==> src/rtl/baud_pkg.sv <==
`default_nettype none
// ============================================================================
// Module      : baud_pkg
// Description : Standard baud-rate table and constant helpers (divisor,
//               phase increment, divider width) for baud_tick_gen.
// Revision    : 1.0
// ============================================================================
package baud_pkg;

    localparam int unsigned DEFAULT_OVERSAMPLE = 16;
    localparam int unsigned NUM_RATES          = 8;

    localparam int unsigned RATE_TABLE [NUM_RATES] = '{
        2400, 4800, 9600, 19200, 38400, 57600, 115200, 230400
    };

    // Rounded clk / (os * rate).
    function automatic int unsigned baud_divisor(
        input int unsigned clk_hz,
        input int unsigned os,
        input int unsigned code
    );
        longint unsigned clk_l;
        longint unsigned den;
        clk_l = 64'(clk_hz);
        den   = 64'(os) * 64'(RATE_TABLE[code[2:0]]);
        return 32'((clk_l + den / 64'd2) / den);
    endfunction

    // Rounded os * rate * 2^acc_w / clk.
    function automatic longint unsigned baud_increment(
        input int unsigned clk_hz,
        input int unsigned os,
        input int unsigned acc_w,
        input int unsigned code
    );
        longint unsigned num;
        num = (64'(os) * 64'(RATE_TABLE[code[2:0]])) << acc_w;
        return (num + 64'(clk_hz) / 64'd2) / 64'(clk_hz);
    endfunction

    // Rate code 0 has the largest divisor, so it sets the counter width.
    function automatic int unsigned baud_cnt_width(
        input int unsigned clk_hz,
        input int unsigned os
    );
        int unsigned w;
        w = 32'($clog2(baud_divisor(clk_hz, os, 0)));
        return (w < 1) ? 1 : w;
    endfunction

endpackage : baud_pkg
`default_nettype wire

==> src/rtl/baud_sample_div.sv <==
`default_nettype none
// ============================================================================
// Module      : baud_sample_div
// Description : Oversampling-strobe source. Integer divider by default;
//               ACC_W-bit phase accumulator when BAUD_FRAC_EN is defined.
// Revision    : 1.0
// ============================================================================
module baud_sample_div
    import baud_pkg::*;
#(
    parameter int unsigned CLK_FREQ_HZ = 50_000_000,
    parameter int unsigned OVERSAMPLE  = DEFAULT_OVERSAMPLE,
    parameter int unsigned SEL_W       = 3,
    parameter int unsigned ACC_W       = 24
) (
    input  logic             clock,
    input  logic             rst,
    input  logic             clear,
    input  logic [SEL_W-1:0] rate,
    output logic             sampleTick,
    output logic             wrap
);

    localparam int unsigned NUM_CODES = 1 << SEL_W;

    if (ACC_W < 8 || ACC_W > 40) begin : g_bad_acc_w
        $error("baud_sample_div: ACC_W out of range");
    end

    logic tick_q;

`ifdef BAUD_FRAC_EN
    logic [ACC_W-1:0] w_inc_tab [NUM_CODES];
    logic [ACC_W-1:0] acc_q;
    logic [ACC_W-1:0] acc_d;
    logic [ACC_W:0]   w_sum;

    for (genvar g = 0; g < NUM_CODES; g++) begin : g_inc_tab
        assign w_inc_tab[g] = ACC_W'(baud_increment(CLK_FREQ_HZ, OVERSAMPLE, ACC_W, g));
    end

    // The carry out of the accumulator is the strobe request.
    assign w_sum = {1'b0, acc_q} + {1'b0, w_inc_tab[rate]};
    assign wrap  = ~clear & w_sum[ACC_W];
    assign acc_d = clear ? '0 : w_sum[ACC_W-1:0];

    always_ff @(posedge clock or negedge rst) begin
        if (!rst) begin
            acc_q <= '0;
        end else begin
            acc_q <= acc_d;
        end
    end
`else
    localparam int unsigned CNT_W = baud_cnt_width(CLK_FREQ_HZ, OVERSAMPLE);

    logic [CNT_W-1:0] w_last_tab [NUM_CODES];
    logic [CNT_W-1:0] cnt_q;
    logic [CNT_W-1:0] cnt_d;

    for (genvar g = 0; g < NUM_CODES; g++) begin : g_div_tab
        assign w_last_tab[g] = CNT_W'(baud_divisor(CLK_FREQ_HZ, OVERSAMPLE, g) - 1);
    end

    assign wrap  = ~clear & (cnt_q == w_last_tab[rate]);
    assign cnt_d = (clear | wrap) ? '0 : cnt_q + CNT_W'(1);

    always_ff @(posedge clock or negedge rst) begin
        if (!rst) begin
            cnt_q <= '0;
        end else begin
            cnt_q <= cnt_d;
        end
    end
`endif

    always_ff @(posedge clock or negedge rst) begin
        if (!rst) begin
            tick_q <= 1'b0;
        end else begin
            tick_q <= wrap;
        end
    end

    assign sampleTick = tick_q;

endmodule : baud_sample_div
`default_nettype wire

==> src/rtl/baud_tick_gen.sv <==
`default_nettype none
// ============================================================================
// Module      : baud_tick_gen
// Description : Selectable-rate UART baud generator: oversampling strobe,
//               bit strobe and 50 % square wave. Define BAUD_FRAC_EN for the
//               phase-accumulator divider.
// Revision    : 1.0
// ============================================================================
module baud_tick_gen
    import baud_pkg::*;
#(
    parameter int unsigned CLK_FREQ_HZ = 50_000_000,
    parameter int unsigned OVERSAMPLE  = DEFAULT_OVERSAMPLE,
    parameter int unsigned SEL_W       = 3,
    parameter int unsigned ACC_W       = 24
) (
    input  logic             clock,
    input  logic             rst,
    input  logic             enable,
    input  logic [SEL_W-1:0] baudRate,
    output logic             sampleTick,
    output logic             baudTick,
    output logic             baudOut
);

    localparam int unsigned     OS_W       = $clog2(OVERSAMPLE);
    localparam logic [OS_W-1:0] OS_LAST    = OS_W'(OVERSAMPLE - 1);
    localparam logic [OS_W-1:0] OS_HALF_M1 = OS_W'(OVERSAMPLE / 2 - 1);

    if (OVERSAMPLE < 4 || (OVERSAMPLE % 2) != 0) begin : g_bad_oversample
        $error("baud_tick_gen: OVERSAMPLE must be even and >= 4");
    end
    if (SEL_W != 2 && SEL_W != 3) begin : g_bad_sel_w
        $error("baud_tick_gen: SEL_W must be 2 or 3");
    end

    logic [SEL_W-1:0] rate_q;
    logic [OS_W-1:0]  os_q;
    logic [OS_W-1:0]  os_d;
    logic             baudTick_q;
    logic             baudTick_d;
    logic             baudOut_q;
    logic             baudOut_d;
    logic             w_clear;
    logic             w_wrap;

    // A rate change restarts timing exactly like a disabled cycle.
    assign w_clear = ~enable | (baudRate != rate_q);

    baud_sample_div #(
        .CLK_FREQ_HZ (CLK_FREQ_HZ),
        .OVERSAMPLE  (OVERSAMPLE),
        .SEL_W       (SEL_W),
        .ACC_W       (ACC_W)
    ) u_sample_div (
        .clock      (clock),
        .rst        (rst),
        .clear      (w_clear),
        .rate       (rate_q),
        .sampleTick (sampleTick),
        .wrap       (w_wrap)
    );

    // Updated on the divider wrap so baudTick/baudOut align with sampleTick.
    always_comb begin
        os_d       = os_q;
        baudTick_d = 1'b0;
        baudOut_d  = baudOut_q;
        if (w_clear) begin
            os_d      = '0;
            baudOut_d = 1'b0;
        end else if (w_wrap) begin
            if (os_q == OS_LAST) begin
                os_d       = '0;
                baudTick_d = 1'b1;
                baudOut_d  = 1'b0;
            end else begin
                os_d = os_q + OS_W'(1);
                if (os_q == OS_HALF_M1) begin
                    baudOut_d = 1'b1;
                end
            end
        end
    end

    always_ff @(posedge clock or negedge rst) begin
        if (!rst) begin
            rate_q     <= '0;
            os_q       <= '0;
            baudTick_q <= 1'b0;
            baudOut_q  <= 1'b0;
        end else begin
            rate_q     <= baudRate;
            os_q       <= os_d;
            baudTick_q <= baudTick_d;
            baudOut_q  <= baudOut_d;
        end
    end

    assign baudTick = baudTick_q;
    assign baudOut  = baudOut_q;

endmodule : baud_tick_gen
`default_nettype wire

==> config.mk <==
export PLATFORM = sky130hd
export DESIGN_NAME = baud_tick_gen
export DESIGN_NICKNAME = d
export VERILOG_FILES = /design/src/rtl/baud_pkg.sv /design/src/rtl/baud_sample_div.sv /design/src/rtl/baud_tick_gen.sv
export SDC_FILE = /design/constraint.sdc
export NUM_CORES = 1
export LEC_CHECK = 0
export ABC_AREA = 1
export ABC_CLOCK_PERIOD_IN_PS = 2530
export CORE_MARGIN = 10
export CORE_UTILIZATION = 43
export CTS_BUF_LIST = sky130_fd_sc_hd__clkbuf_8
export DETAILED_ROUTE_END_ITERATION = 8
export GPL_ROUTABILITY_DRIVEN = 1
export MAX_ROUTING_LAYER = met4
export PLACE_DENSITY = 0.67
export SETUP_SLACK_MARGIN = 0.15
export SLEW_MARGIN = 20
export SYNTH_ARGS = -nofsm -noshare
export SYNTH_HDL_FRONTEND = slang
export SYNTH_SLANG_ARGS = --single-unit
==> constraint.sdc <==
create_clock -name clock -period 2.53 [get_ports clock]
set_clock_uncertainty 0.2 [all_clocks]
set_input_delay 0.506 -clock clock [delete_from_list [all_inputs] [get_ports clock]]
set_output_delay 0.506 -clock clock [all_outputs]
set_load 0.05 [all_outputs]
==> reports/qor.csv <==
metric;value;unit
yosysMostFrequentCell;nand2_1;
clk_pin_slew;0.08;ns
synth_edf_count;0;
grt_pass1_vias;1107;
post-place-ws;0.331;ns
fillCellCount;307;
p_leak;0.781;nW
ys_warn_count;0;
reg2reg_setup_slack;0.35;ns
cap_violations;0;
instances_no_fill;235;
synth.area.top_cells;dfrtp_1, nand2_1, inv_1;
synth_compound_gate_area_share;2.66;%
clk_path_buf_depth;2;
h-tree-depth;1;
reg2reg_to;u_sample_div.cnt_q[4];
min_from;baudOut;
gp_congestion;0.861;
diodes;0;
hold_buffers;0;
crit_required;2.48;ns
first_pass_iters;4;
synth.area.mux_share;0;%
synth-seq-area-share;39.9;%
finalWirelength;2770;µm
tightest_slew;0.512;ns
wl_per_cell;11.8;µm
grt_use_total;11.6;%
drt-initial-drc-count;62;
grt_max_degree;22;
antenna_found_initial;0;
yosys.area_share.adder;3.80;%
crit_path_start_kind;register;
fp.dieArea;5680;µm²
synth_xor_area_share;4.65;%
finalNetCount;213;
fin_crit;2.18;ns
critPathBufInv;2;
die_h;75.4;µm
vias_per_cell;4.82;
place_hpwl;2210;µm
syn_avg_cell_area;6.97;µm²
synth.top_cell.area_share;39.9;%
ys_dominant_reg_cell;dfrtp_1;
synth_top_family_by_area;simple AND/OR/NAND/NOR gates;
synth_cell_types;18;
drc_errors;0;
synth_seq_cells;21;
outcome;finished clean;
worstSetupPathType;reg -> reg;
synthToLayoutAreaGrowth;12.9;%
synth_common_cells;nand2_1, inv_1, nor2_1;
netlist_instances;189;
slew_headroom;65.8;%
cts_made_buffers;3;
rsz0062_at_grt;false;
final_antenna_net_count;0;
min_to;baudOut;
hold_depth;2;
synth-simple-area-share;38.5;%
slowest_stage;dfrtp_1;
reg2reg_depth;10;
fin_setup_tns;0;ns
p_per_area;440;nW/µm²
core;3000;µm²
slew_viol_final;0;
slowest_delay;0.49;ns
start_util;43.9;%
clkLatencyLatePin;0.26;ns
timing.rr.start;rate_q[2];
synth-async-reset-ratio;100;%
cts_tree;built;
min_period_over_period;86.3;%
fin_ws;0.346;ns
syn_area;1320;µm²
post_cts_resize_count;0;
overflow;0;
setup_viol;0;
dp_cells;231;
num_rows;20;
irDropWorstVdd;0.296;mV
holdCritPathClass;reg -> reg;
synth_nets;199;
hold_viol;0;
cp-end-kind;register;
cts_sinks;21;
fmaxAchievable;0.458;GHz
ioPinCount;9;
vias;1133;
cp.arrival;2.13;ns
cp_max_fo;15;
portBuffers;8;
crit_chain;inv_2 -> ha_1 -> o21ai_0 -> nand3_1 -> nor2_1 -> nand2_1 -> nand2_4 -> inv_1 -> nand2_1 -> nor2_1;
post-cts-setup-buffers;0;
drive_gt1_share;5.94;%
synth_top_area_cell;dfrtp_1;
grt_first_pass_wirelength;4970;µm
crit_family;simple AND/OR/NAND/NOR gates;
die_w;75.4;µm
cts-root-buf;clkbuf_8;
-- worst max path at each step --
stage | startpoint | end | slack [ns] | cells past startpoint
6_report | rate_q[2] | u_sample_div.cnt_q[4] | 0.35 | 10
3_3_place_gp | baudRate[1] | u_sample_div.cnt_q[4] | 0.37 | 9
2_1_floorplan | rate_q[0] | u_sample_div.cnt_q[6] | 0.62 | 10
5_1_grt | rate_q[2] | os_q[2] | 0.23 | 10
4_1_cts | rate_q[2] | os_q[1] | 0.38 | 10
3_5_place_dp | baudRate[1] | u_sample_div.cnt_q[4] | 0.33 | 9
-- cell families after synthesis --
family / count (synthesis)
xor+xnor: 7
buf+inv: 33
compound gates: 7
fa+ha+maj: 4
flops: 21
simple gates: 117
-- layer usage --
layer	wire length [µm]	global-route usage, %
met1	1430	14.9
met2	1220	17.0
met3	67	2.60
met4	56	5.57
met5	0	-
-- worst register-to-register path, cell delays in order, from the launching register on --
cell and delay (ns):
dfrtp_1 0.49, inv_2 0.08, ha_1 0.29, o21ai_0 0.30, nand3_1 0.12, nor2_1 0.12, nand2_1 0.11, nand2_4 0.16
inv_1 0.09, nand2_1 0.06, nor2_1 0.03
-- power breakdown --
part,switching [mW],leakage (nW),internal (mW)
Sequential,0.00585,0.286,0.340
Clock,0.112,0.0269,0.108
Combinational,0.0540,0.469,0.0340
Total,0.172,0.781,0.482
-- sequential cells by signal, indices dropped and copies added, names as in the netlist --
| name | count |
|---|---|
| baudTick | 1 |
| os_q | 4 |
| rate_q | 3 |
| u_sample_div.cnt_q | 11 |
| u_sample_div.sampleTick | 1 |
| baudOut | 1 |
-- through the flow --
step	instance area [µm²]	total power [mW]	hold slack, ns	util (%)
6_report	1490	0.654	0.287	49.5
5_1_grt	1490	0.688	0.338	49.5
4_1_cts	1490	0.661	0.292	49.5
3_5_place_dp	1440	0.441	0.271	48.0
3_3_place_gp	1440	0.439	0.259	48.0
2_1_floorplan	1320	0.409	0.0104	-
-- cell type report --
type / count / area [µm²] / share of cell area (%)
clock buffers: 3 / 41.3 / 2.78
well taps: 33 / 41.3 / 2.78
multi-input cells: 135 / 653 / 43.9
inverters: 30 / 113 / 7.57
flip-flops and latches: 21 / 526 / 35.3
repair buffers: 12 / 110 / 7.40
clock inverters: 1 / 3.75 / 0.252
-- cell usage in the layout, fill, tap and decap left out --
| master | instances |
|---|---|
| nand2_1 | 55 |
| inv_1 | 29 |
| nor2_1 | 27 |
| dfrtp_1 | 21 |
| nand3_1 | 20 |
| clkdlybuf4s50_1 | 8 |
| xor2_1 | 7 |
| o21ai_0 | 5 |
| nand3b_1 | 4 |
| nand4_1 | 4 |
| nor3_1 | 4 |
| ha_1 | 4 |
| buf_4 | 4 |
| clkbuf_8 | 3 |
| inv_2 | 2 |
| a21oi_1 | 2 |
| or2_2 | 1 |
| nand2_4 | 1 |
| nor2_2 | 1 |
Power figures use the tool's default switching activity.
==> variant 1, RTL diff (config.mk and constraints unchanged) <==
Add an input register stage for `enable` and `baudRate`, cleared by the reset; this delays them by one clock.
--- a/src/rtl/baud_tick_gen.sv
+++ b/src/rtl/baud_tick_gen.sv
@@ -29,2 +29,15 @@
 
+    logic enable_q;
+    logic [SEL_W-1:0] baudRate_q;
+
+    always_ff @(posedge clock or negedge rst) begin
+        if (!rst) begin
+            enable_q   <= '0;
+            baudRate_q <= '0;
+        end else begin
+            enable_q   <= enable;
+            baudRate_q <= baudRate;
+        end
+    end
+
     if (OVERSAMPLE < 4 || (OVERSAMPLE % 2) != 0) begin : g_bad_oversample
@@ -47,3 +60,3 @@
     // A rate change restarts timing exactly like a disabled cycle.
-    assign w_clear = ~enable | (baudRate != rate_q);
+    assign w_clear = ~enable_q | (baudRate_q != rate_q);
 
@@ -92,3 +105,3 @@
         end else begin
-            rate_q     <= baudRate;
+            rate_q     <= baudRate_q;
             os_q       <= os_d;
Check against the original RTL: no difference found for any inputs over 10 cycles, from zero or initial values and one cycle with rst low; that may be too few to reach the edited logic, so the function may still have changed.
==> variant 1 against the original RTL <==
- synthesized area grew 7.6%
- sequential cell count up 4
- setup slack better by 0.050 ns
- largest power group unchanged
- hold slack lost 0.085 ns
- routed wire length up 10%
- clock power is 9.1% higher
- critical path type is now reg -> out
- design area up 8.9%
- largest cell class unchanged
- total power up 14%
==> variant 1: results (changes against the original RTL) <==
[worst_setup_path]
worstSetupStartpoint = baudOut  ; was rate_q[2]
rr_worst_depth = 12  ; was 10
cp_slowest_cell = clkdlybuf4s50_1  ; was dfrtp_1
path_delay_family = buffers and inverters  ; was simple AND/OR/NAND/NOR gates
crit_arrival_ns = 1.43  ; was 2.13 ns
cpPeakStageDelay_ns = 0.81  ; was 0.49 ns
crit_path_max_fanout = 2  ; was 15
r2r_end = u_sample_div.cnt_q[10]  ; was u_sample_div.cnt_q[4]
rrSetupSlack_ns = 0.45  ; was 0.35 ns
endpoint = baudOut  ; was u_sample_div.cnt_q[4]
r2r_start = rate_q[2]  ; unchanged

[route]
drt-vias-per-instance = 4.817  ; was 4.821
routedWlPerCell_um = 12.13  ; was 11.77 um
drt_iter0_markers = 60  ; was 62

[global_route]
grt_first_pass_wirelength_um = 5457  ; was 4974 um
grt_usage_pct = 11.01  ; was 11.65%
grt_pass1_vias = 1189  ; was 1107
antenna_found_initial = 0  ; unchanged
grt_max_degree = 26  ; was 22

[pwr]
p_leak_nw = 0.8244  ; was 0.7814 nW
ir_worst_vdd_mv = 0.3906  ; was 0.2957 mV

[layout]
fillCellCount = 336  ; was 307
drive_gt1_share_pct = 8.696  ; was 5.941%
final_nets = 218  ; was 213
reg_top3 = u_sample_div.cnt_q (11), os_q (4)  ; was u_sample_div.cnt_q (11), os_q (4), rate_q (3)
n_antenna_cell = 0  ; unchanged

[placed_design]
numPortBuffers = 8  ; unchanged
dpl_cell_area_sq_um = 1534  ; was 1443 sq um
place_hpwl_um = 2375  ; was 2210 um
gp_routability_congestion = 0.9649  ; was 0.8608

[status]
status = completed  ; unchanged

[clock_tree]
clock_latency_ns = 0.27
htreeDepth = 1  ; unchanged
numCtsBuffers = 3  ; unchanged
cts_setup_buffers = 0  ; unchanged
cts_root_buffer = clkbuf_8  ; unchanged
cts_resized = 0  ; unchanged
cts_max_path_buffers = 2  ; unchanged

[yosys]
yosys.area_share.adder_pct = 3.530  ; was 3.799%
seq_area_frac_synth_pct = 44.13  ; was 39.89%
ys_top_cells_by_area = dfrtp_1, nand2_1, inv_1  ; unchanged
synthMuxAreaShare_pct = 0  ; unchanged
synth-xor-area-share_pct = 4.325  ; was 4.653%
async_reset_ff_share_pct = 100.0  ; unchanged
synth.net_count = 203  ; was 199
synth_compound_area_share_pct = 2.471  ; was 2.659%
synth_commonest_cells = nand2_1, inv_1, nor2_1  ; unchanged
yosys_warnings = 0  ; unchanged
synth_ff_type = dfrtp_1  ; unchanged

[timing]
tightest_slew_ns = 0.5053  ; was 0.5116 ns
holdWs_ns = 0.2017  ; was 0.2867 ns

[worst_hold_path]
whs_path_depth = 0  ; was 2
worst_hold_path.endpoint = rate_q[1]  ; was baudOut
hp-class = reg -> reg  ; unchanged
hp-start = baudRate_q[1]  ; was baudOut

==> variant 1: cell types whose count changed in the layout (fill, tap and decap cells not counted), sizes merged <==
cell | before | now
buf | 4 | 5
inv | 31 | 30
dfrtp | 21 | 25
clkinvlp | 0 | 1
==> variant 1: power breakdown <==
| part | internal, mW | leakage [nW] | total [mW] | switching, mW |
|---|---|---|---|---|
| clock network | 0.112 | 0.0217 | 0.240 | 0.128 |
| logic | 0.0349 | 0.472 | 0.0896 | 0.0547 |
| registers | 0.407 | 0.331 | 0.416 | 0.00914 |
==> variant 1: per-stage QoR <==
stage          setup slack (ns)  instances
2_1_floorplan            0.6198        193
3_3_place_gp             0.2985        243
3_5_place_dp             0.2475        243
4_1_cts                  0.2230        247
5_1_grt                  0.2116        251
6_report                 0.3953        251
==> variant 1: layout make-up <==
type	instances	area (sq um)	share of cell area (%)
multi-input cells	135	655.6	40.46
flip-flops and latches	25	628.1	38.76
repair buffers	13	117.6	7.259
inverters	30	115.1	7.104
well taps	44	55.05	3.398
clock buffers	3	41.29	2.548
clock inverters	1	7.507	0.4633
==> variant 1: cell families (layout without fill, tap and decap cells) <==
| group | Yosys count | in the layout |
|---|---|---|
| AOI/OAI and AO/OA | 7 | 7 |
| xor gates and xnor gates | 7 | 7 |
| adders and majority gates | 4 | 4 |
| buffers and inverters | 33 | 47 |
| DFF | 25 | 25 |
| and+or+nand+nor | 117 | 117 |
==> variant 1: routing by layer <==
layer | part of all wire [%] | up-vias | wire length, um | GRT usage, %
met5 | 0 | - | 0 | -
met3 | 4.1 | 0 | 126 | 2.650
met2 | 51 | 21 | 1565 | 18.65
li1 | - | 626 | - | -
met4 | 0 | 0 | 0 | 1.277
met1 | 44 | 562 | 1352 | 13.35
==> variant 2, RTL diff (config.mk and constraints unchanged) <==
Made on the original files. `CLK_FREQ_HZ` is set to 50_000_000 in 2 places; all go to 100_000_000.
--- a/src/rtl/baud_sample_div.sv
+++ b/src/rtl/baud_sample_div.sv
@@ -10,3 +10,3 @@
 #(
-    parameter int unsigned CLK_FREQ_HZ = 50_000_000,
+    parameter int unsigned CLK_FREQ_HZ = 100_000_000,
     parameter int unsigned OVERSAMPLE  = DEFAULT_OVERSAMPLE,
--- a/src/rtl/baud_tick_gen.sv
+++ b/src/rtl/baud_tick_gen.sv
@@ -11,3 +11,3 @@
 #(
-    parameter int unsigned CLK_FREQ_HZ = 50_000_000,
+    parameter int unsigned CLK_FREQ_HZ = 100_000_000,
     parameter int unsigned OVERSAMPLE  = DEFAULT_OVERSAMPLE,
Function: no difference found for any inputs over 10 cycles, from zero or initial values and one cycle with rst low; that may be too few to reach the edited logic, so the function may still have changed.
==> variant 2 against the original RTL <==
- synthesized area up 19%
- die area up 14%
- design area up 17%
- total power up 2.9%
- setup slack better by 0.049 ns
- non-clock buffer count down 2
- sequential power up 5%
- routed wire length up 18%
- sequential cell count up 1
- first-iteration DRC count up 110%
==> variant 2: results (changes against the original RTL) <==
[pwr]
seq_power_share_pct = 53.8  ; was 52.8%
p_leak_nw = 0.8956  ; was 0.7814 nW
switching_share_pct = 26.04  ; was 26.28%
powerClk_mw = 0.211  ; was 0.220 mW
powerSeq_mw = 0.362  ; was 0.345 mW

[route]
wl_met3_um = 142  ; was 67 um
drt_pass1_iterations = 5  ; was 4
drt_iter0_markers = 129  ; was 62
routedLengthMet1_um = 1591  ; was 1426 um
routedWlPerCell_um = 11.37  ; was 11.77 um

[worst_setup_path]
cpPeakStageDelay_ns = 0.56  ; was 0.49 ns
rrSetupSlack_ns = 0.39  ; was 0.35 ns
crit_arrival_ns = 2.08  ; was 2.13 ns

[global_route]
grt_max_degree = 23  ; was 22
grt_first_pass_wirelength_um = 5733  ; was 4974 um

[placed_design]
gp_routability_congestion = 0.8537  ; was 0.8608
dp_slack_ns = 0.3152  ; was 0.3305 ns
dpl_cell_area_sq_um = 1697  ; was 1443 sq um
place_hpwl_um = 2566  ; was 2210 um

[yosys]
synth_compound_area_share_pct = 2.707  ; was 2.659%
yosys.area_share.adder_pct = 6.369  ; was 3.799%
synth-xor-area-share_pct = 4.459  ; was 4.653%
ys_top_cells_by_area = dfrtp_1, nand2_1, nand3_1  ; was dfrtp_1, nand2_1, inv_1
ys_types = 24  ; was 18

[layout]
reg_top3 = u_sample_div.cnt_q (12), os_q (4), rate_q (3)  ; was u_sample_div.cnt_q (11), os_q (4), rate_q (3)
fin_cells = 287  ; was 235
final_nets = 257  ; was 213
drive_gt1_share_pct = 8.299  ; was 5.941%

[timing]
tightest_slew_ns = 0.4971  ; was 0.5116 ns
holdWs_ns = 0.3505  ; was 0.2867 ns

[worst_hold_path]
hp-start = os_q[3]  ; was baudOut

[status]
status = completed  ; unchanged

==> variant 2: cell types whose count changed after synthesis, sizes merged, moves of 2 or more <==
cell	delta
ha	+4
nand2	+21
or2	+2
nor2	+8
nor3	-2
nand3b	-2
nand3	+8
==> variant 2: layout make-up <==
class	instances	area, sq um
Timing Repair Buffer	10	95.09
Multi-Input combinational cell	175	875.8
Sequential cell	22	551.8
Clock buffer	3	41.29
Fill cell	353	1703
Tap cell	46	57.56
Inverter	31	117.6
==> variant 2: timing repair <==
action / in CTS / in global routing
setup buffers: 0 / 0
gates resized for setup: 0 / 1
endpoints found under the hold margin: 0 / 0
endpoints found under the setup margin: 0 / 1
==> variant 2: cells by family (layout without fill, tap and decap cells) <==
group	Yosys count	count (layout)
xor gates and xnor gates	8	8
and+or+nand+nor	152	152
DFF	22	22
buffers and inverters	34	44
adders and majority gates	8	8
AOI/OAI and AO/OA	7	7
